File: src/rtl/mem_arbiter.sv
// ---------------------------------------------------------------------------
// mem_arbiter
//   Shares one single-port memory between the CPU (port 0) and the program
//   loader / debug master (port 1). Each transaction runs through
//   IDLE -> ISSUE -> WAIT -> DONE. The memory controls are driven in ISSUE.
//   Read data is captured after MEM_LAT cycles, and a one-cycle ack is
//   returned in DONE.
//
//   Arbitration:
//     Round-robin by default.
//     Define ARB_CPU_PRIO_EN for fixed priority, where port 0 always wins.
//
// Parameters:
//   ADDR_W   memory word-address width
//   DATA_W   data width
//   MEM_LAT  memory read latency in cycles (>= 1)
//
// Ports:
//   clk, rst                         clock, synchronous active-high reset
//   i_req0/i_we0/i_addr0/i_wdata0    port 0 request (held until o_ack0)
//   o_ack0                           port 0 completion pulse
//   i_req1/i_we1/i_addr1/i_wdata1    port 1 request (held until o_ack1)
//   o_ack1                           port 1 completion pulse
//   o_rdata                          captured read data, held until next read
//   o_mem_addr/o_mem_wdata/o_mem_we  memory-side address/data/write-enable
//   i_mem_rdata                      memory read data
//   o_busy                           high whenever not IDLE
// ---------------------------------------------------------------------------
module mem_arbiter #(
    parameter int ADDR_W  = 7,
    parameter int DATA_W  = 32,
    parameter int MEM_LAT = 1
) (
    input  logic              clk,
    input  logic              rst,
    input  logic              i_req0,
    input  logic              i_we0,
    input  logic [ADDR_W-1:0] i_addr0,
    input  logic [DATA_W-1:0] i_wdata0,
    output logic              o_ack0,
    input  logic              i_req1,
    input  logic              i_we1,
    input  logic [ADDR_W-1:0] i_addr1,
    input  logic [DATA_W-1:0] i_wdata1,
    output logic              o_ack1,
    output logic [DATA_W-1:0] o_rdata,
    output logic [ADDR_W-1:0] o_mem_addr,
    output logic [DATA_W-1:0] o_mem_wdata,
    output logic              o_mem_we,
    input  logic [DATA_W-1:0] i_mem_rdata,
    output logic              o_busy
);

    localparam int CNT_W = (MEM_LAT > 1) ? $clog2(MEM_LAT) : 1;

    typedef enum logic [1:0] {
        S_IDLE  = 2'd0,
        S_ISSUE = 2'd1,
        S_WAIT  = 2'd2,
        S_DONE  = 2'd3
    } state_t;

    state_t              state_q, state_d;
    logic                port_q,  port_d;
    logic                we_q,    we_d;
    logic [ADDR_W-1:0]   addr_q,  addr_d;
    logic [DATA_W-1:0]   wdata_q, wdata_d;
    logic [DATA_W-1:0]   rdata_q, rdata_d;
    logic [CNT_W-1:0]    cnt_q,   cnt_d;
    logic                grant;

`ifdef ARB_CPU_PRIO_EN
    // Port 1 only wins when the CPU is not requesting.
    assign grant = ~i_req0;
`else
    logic prio_q, prio_d;

    // The pointer only matters on a tie; a lone requester always wins.
    assign grant = (i_req0 & i_req1) ? prio_q : i_req1;
`endif

    always_comb begin
        state_d = state_q;
        port_d  = port_q;
        we_d    = we_q;
        addr_d  = addr_q;
        wdata_d = wdata_q;
        rdata_d = rdata_q;
        cnt_d   = cnt_q;
`ifndef ARB_CPU_PRIO_EN
        prio_d  = prio_q;
`endif
        case (state_q)
            S_IDLE: begin
                if (i_req0 | i_req1) begin
                    port_d  = grant;
                    we_d    = grant ? i_we1    : i_we0;
                    addr_d  = grant ? i_addr1  : i_addr0;
                    wdata_d = grant ? i_wdata1 : i_wdata0;
                    state_d = S_ISSUE;
                end
            end
            S_ISSUE: begin
                cnt_d   = CNT_W'(MEM_LAT - 1);
                state_d = S_WAIT;
            end
            S_WAIT: begin
                if (cnt_q == '0) begin
                    if (!we_q) begin
                        rdata_d = i_mem_rdata;
                    end
                    state_d = S_DONE;
                end else begin
                    cnt_d = cnt_q - CNT_W'(1);
                end
            end
            S_DONE: begin
`ifndef ARB_CPU_PRIO_EN
                prio_d  = ~port_q;
`endif
                state_d = S_IDLE;
            end
            default: state_d = S_IDLE;
        endcase
    end

    always_ff @(posedge clk) begin
        if (rst) begin
            state_q <= S_IDLE;
            port_q  <= 1'b0;
            we_q    <= 1'b0;
            addr_q  <= '0;
            wdata_q <= '0;
            rdata_q <= '0;
            cnt_q   <= '0;
`ifndef ARB_CPU_PRIO_EN
            prio_q  <= 1'b0;
`endif
        end else begin
            state_q <= state_d;
            port_q  <= port_d;
            we_q    <= we_d;
            addr_q  <= addr_d;
            wdata_q <= wdata_d;
            rdata_q <= rdata_d;
            cnt_q   <= cnt_d;
`ifndef ARB_CPU_PRIO_EN
            prio_q  <= prio_d;
`endif
        end
    end

    // Outputs are decoded from registers only; no request input reaches them.
    // The latched address stays on the memory bus from ISSUE through WAIT.
    assign o_mem_addr  = addr_q;
    assign o_mem_wdata = wdata_q;
    assign o_mem_we    = (state_q == S_ISSUE) & we_q;
    assign o_ack0      = (state_q == S_DONE) & ~port_q;
    assign o_ack1      = (state_q == S_DONE) &  port_q;
    assign o_rdata     = rdata_q;
    assign o_busy      = (state_q != S_IDLE);

endmodule

File: config.mk
export PLATFORM = sky130hd
export DESIGN_NAME = mem_arbiter
export DESIGN_NICKNAME = d
export VERILOG_FILES = /design/src/rtl/mem_arbiter.sv
export SDC_FILE = /design/constraint.sdc
export NUM_CORES = 1
export LEC_CHECK = 0
export CORE_MARGIN = 3
export CORE_UTILIZATION = 35
export CTS_CLUSTER_SIZE = 16
export DETAILED_ROUTE_END_ITERATION = 8
export PLACE_DENSITY = 0.67
export SLEW_MARGIN = 20
export SYNTH_ARGS = -nofsm -noshare
export SYNTH_HDL_FRONTEND = slang
export SYNTH_SLANG_ARGS = --single-unit
File: constraint.sdc
create_clock -name clk -period 3.5 [get_ports clk]
set_clock_uncertainty 0.2 [all_clocks]
set_input_delay 0.7 -clock clk [delete_from_list [all_inputs] [get_ports clk]]
set_output_delay 0.7 -clock clk [all_outputs]
set_load 0.05 [all_outputs]
== Word-level counts from Yosys, hierarchy flattened ==
Cells that the tools add are included.

* Mux-type cells: 9
* Add/subtract/negate cells: 1
* Equal/unequal tests: 5
* Bitwise operators: 8
* Reductions and logical operators: 6

{| class="wikitable"
|+ Operator list
! cell !! number
|-
| 32-bit two-way mux || 1
|-
| 2-bit case mux with 4 select lines || 1
|-
| 7-bit two-way mux || 1
|-
| 1-bit AND || 4
|-
| 2-bit equality test (second input constant) || 2
|-
| 2-bit two-way mux || 2
|-
| 2-bit != test (second input constant) || 2
|-
| 2-bit AND reduction || 2
|-
| 2-bit nonzero test || 2
|-
| 1-bit two-way mux || 3
|-
| 1-bit NOT || 3
|-
| 3-bit AND reduction || 1
|-
| 2-bit by 1-bit equality test with 1-bit output (second input constant) || 1
|-
| 2-bit zero test || 1
|-
| 1-bit case mux with 2 select lines || 1
|-
| 1-bit bitwise OR || 1
|-
| 1-bit subtractor (second input constant) || 1
|}

* Bits of input ports: 116
* Logic and storage cells: 37
* Output and inout port bits: 75
* Register bits after elaboration: 77

== Logic depth before layout (Yosys ltp) ==
* Word-level depth: 3
* Gate-level depth with buffers: 7
* Depth with buffers taken out: 5

== Worst setup path after synthesis ==
No wires, ideal clock.

* Kind: register to output
* Start: register state_q[0]
* End: output o_ack0
* Setup slack: 1355 ps
* Buffers on the path: 0
* Data arrival time: 1245 ps
* Stages on the path, launching flop included: 3
* Data required time: 2600 ps
* Path through: dfxtp_1 ha_1 nor2b_1

* Longest elaborated chain between the ends: 2

{| class="wikitable"
|+ Ends and longest elaborated chain
! what !! line !! RTL
|-
| start: declaration || 63 || <nowiki>state_t state_q, state_d;</nowiki>
|-
| start signal: assignment || 140 || <nowiki>state_q <= state_d;</nowiki>
|-
| 2-bit equality test || 158 || <nowiki>assign o_ack0 = (state_q == S_DONE) & ~port_q;</nowiki>
|-
| 1-bit AND || 158 ||
|-
| end: declaration || 40 || <nowiki>output logic o_ack0,</nowiki>
|}

No other way between the ends.

== Final worst setup path ==
* Start: register state_q[0]
* End: output o_busy

* Longest elaborated chain between the ends: 1

{| class="wikitable"
|+ Ends and longest elaborated chain
! what !! line !! RTL
|-
| 2-bit nonzero test || 161 || <nowiki>assign o_busy = (state_q != S_IDLE);</nowiki>
|-
| end: declaration || 51 || <nowiki>output logic o_busy</nowiki>
|}

No other way between the ends.

==> flow_metrics.tcl <==
set metrics [dict create \
    wl_met3_um 946 \
    insertion_delay_ns 0.34 \
    cap_violations 0 \
    highest_layer "met4" \
    cts_resized 0 \
    cts_tree "built" \
    core_area_um2 10560 \
    p_leak_nw 1.978 \
    ys_ff_latch 76 \
    first_pass_iters 4 \
    ys_warn_count 0 \
    hold_path_class "register to register" \
    drive_above_1_share_pct 18.88 \
    grt_pass1_wl_mm 18.08 \
    max-slew-margin-rel_pct 31.52 \
    cts-buffers-inserted 9 \
    max_slew.worst_pin.slew_ns 1.027 \
    gp_congestion 0.7948 \
    cts_max_level 3 \
    synth_area_um2 3885 \
    cts_setup_buffers 0 \
    finalSetupViolations 0 \
    port_buffers 190 \
    drc 0 \
    totalWireLength_mm 11.31 \
    track_usage_pct 17.65 \
    finalNetCount 689 \
    yosysUniqueCellTypes 27 \
    dp_hpwl_mm 7.835 \
    clock_path_buffers 2 \
    postLayoutSetupSlackWorst_ns 0.5823 \
    clock_sinks 76 \
    crit_required_ns 2.60 \
    insertedDiodeCount 0 \
    rsz0062_at_grt "false" \
    syn_to_final_growth_pct 52.59 \
    tns_ns 0 \
    power_density_nw_per_um2 817.9 \
    cts_root_buf "clkbuf_8" \
    start_util_pct 36.81 \
    drt_iter0_drc 244 \
    ant_nets 0 \
    fp-row-count 37 \
    synthCells 402 \
    wl_per_cell_um 15.97 \
    ir_drop_mv 0.5485 \
    grt_max_degree 77 \
    dieArea_um2 12400 \
    antenna_found_initial 0 \
    timing.final.crit_share_pct 83.36 \
    path_max_fanout 5 \
    grt_overflow 0 \
    report.final.slew_viol_count 0 \
    vias 3556 \
    endpoint_kind "primary output" \
    wl_met2_mm 5.139 \
    grt_pass1_vias 3579 \
    die_y_um 111.4 \
    post-route-min-period_ns 2.918 \
    hold_buffers 0 \
    max_freq_mhz 342.7 \
    cts.clk_slew.worst_paths_ns 0.09 \
    pre_cts_ws_ns 0.7602 \
    die_width_um 111.4 \
    outcome "completed" \
    final_util_pct 56.16 \
    yosysSeqAreaShare_pct 39.16 \
    drt-vias-per-instance 5.023 \
    crit_path_start_kind "register" \
    path_class "register to primary output" \
    synth_area_per_cell_um2 9.664 \
    final_cell_mix "189 x clkdlybuf4s50_1, 76 x dfxtp_1, 64 x nand2_1" \
    syn_nets 523 \
    wl_met1_mm 5.105 \
    ios 191 \
    layout_commonest_cell "clkdlybuf4s50_1" \
    hold_viol_final 0 \
    cp.arrival_ns 2.02 \
]
state kept, by name, indices dropped and copies added (netlist names):
name and cells:
o_mem_wdata 32, prio_q 1, port_q 1, o_rdata 32, state_q 2, we_q 1
o_mem_addr 7
area by class of cell:
type | count | area [um2]
fill | 965 | 4627
multi-input combinational | 280 | 2046
timing repair buffer | 197 | 1964
sequential | 76 | 1521
tap | 136 | 170.2
clock buffer | 9 | 123.9
clock inverter | 6 | 87.58
inverter | 4 | 15.01
final timing paths:
path                     from         endpoint  slack, ns  cells past startpoint
hold reg to reg   o_rdata[10]      o_rdata[10]       0.26                      2
setup reg to reg   state_q[0]  o_mem_wdata[17]       1.44                      6
setup / recovery   state_q[0]           o_busy       0.58                      4
hold / removal    o_rdata[10]      o_rdata[10]       0.26                      2
stage by stage:
stage          total power [mW]  cell area [um2]  hold slack [ns]  std cells
2_1_floorplan             3.509             3885           0.2686        402
3_3_place_gp              4.101             5714           0.2414        693
3_5_place_dp              4.142             5714           0.2465        693
4_1_cts                   4.898             5926           0.2597        708
5_1_grt                   5.103             5928           0.2742        708
6_report                  4.849             5928           0.2563        708
worst max-delay path: stages, from the launching register on:
cell	delay, ns
dfxtp_1	0.39
inv_1	0.10
ha_1	0.29
inv_1	0.08
clkdlybuf4s50_1	0.81
cells by family (layout without fill, tap and decap cells):
| group | Yosys count | in the layout | share of synthesized area (%) |
|---|---|---|---|
| simple gates | 158 | 158 | 24.93 |
| buf+inv | 46 | 216 | 8.374 |
| mux | 1 | 1 | 0.2577 |
| compound gates | 116 | 116 | 25.67 |
| fa+ha+maj | 5 | 5 | 1.610 |
| flops | 76 | 76 | 39.16 |
power breakdown:
part | leakage (nW) | switching [mW] | total (mW) | internal, mW
Combinational | 1.24 | 1.75 | 2.77 | 1.02
Sequential | 0.625 | 0.231 | 1.35 | 1.12
Clock | 0.109 | 0.329 | 0.729 | 0.399
synth_stat cells (all sizes together):
| cell | count | share of area, % |
|---|---|---|
| a211oi | 1 | 0.19 |
| a21oi | 32 | 4.1 |
| a311oi | 40 | 15 |
| a32oi | 1 | 0.23 |
| and2 | 2 | 0.32 |
| and2b | 1 | 0.19 |
| buf | 30 | 6.8 |
| clkbuf | 12 | 1.2 |
| dfxtp | 76 | 39 |
| ha | 5 | 1.6 |
| inv | 4 | 0.39 |
| mux2i | 1 | 0.26 |
| nand2 | 64 | 6.2 |
| nand2b | 2 | 0.32 |
| nand3 | 40 | 5.2 |
| nor2 | 45 | 12 |
| nor2b | 2 | 0.32 |
| nor3 | 1 | 0.13 |
| o21a | 1 | 0.39 |
| o21ai | 41 | 5.3 |
| or3b | 1 | 0.23 |
per-layer routing:
layer	track usage, %	up-vias
met2	28.15	154
met3	5.489	8
li1	-	1753
met1	23.09	1641
met5	0	-
met4	5.109	0
(Power assumes the default switching activity.)
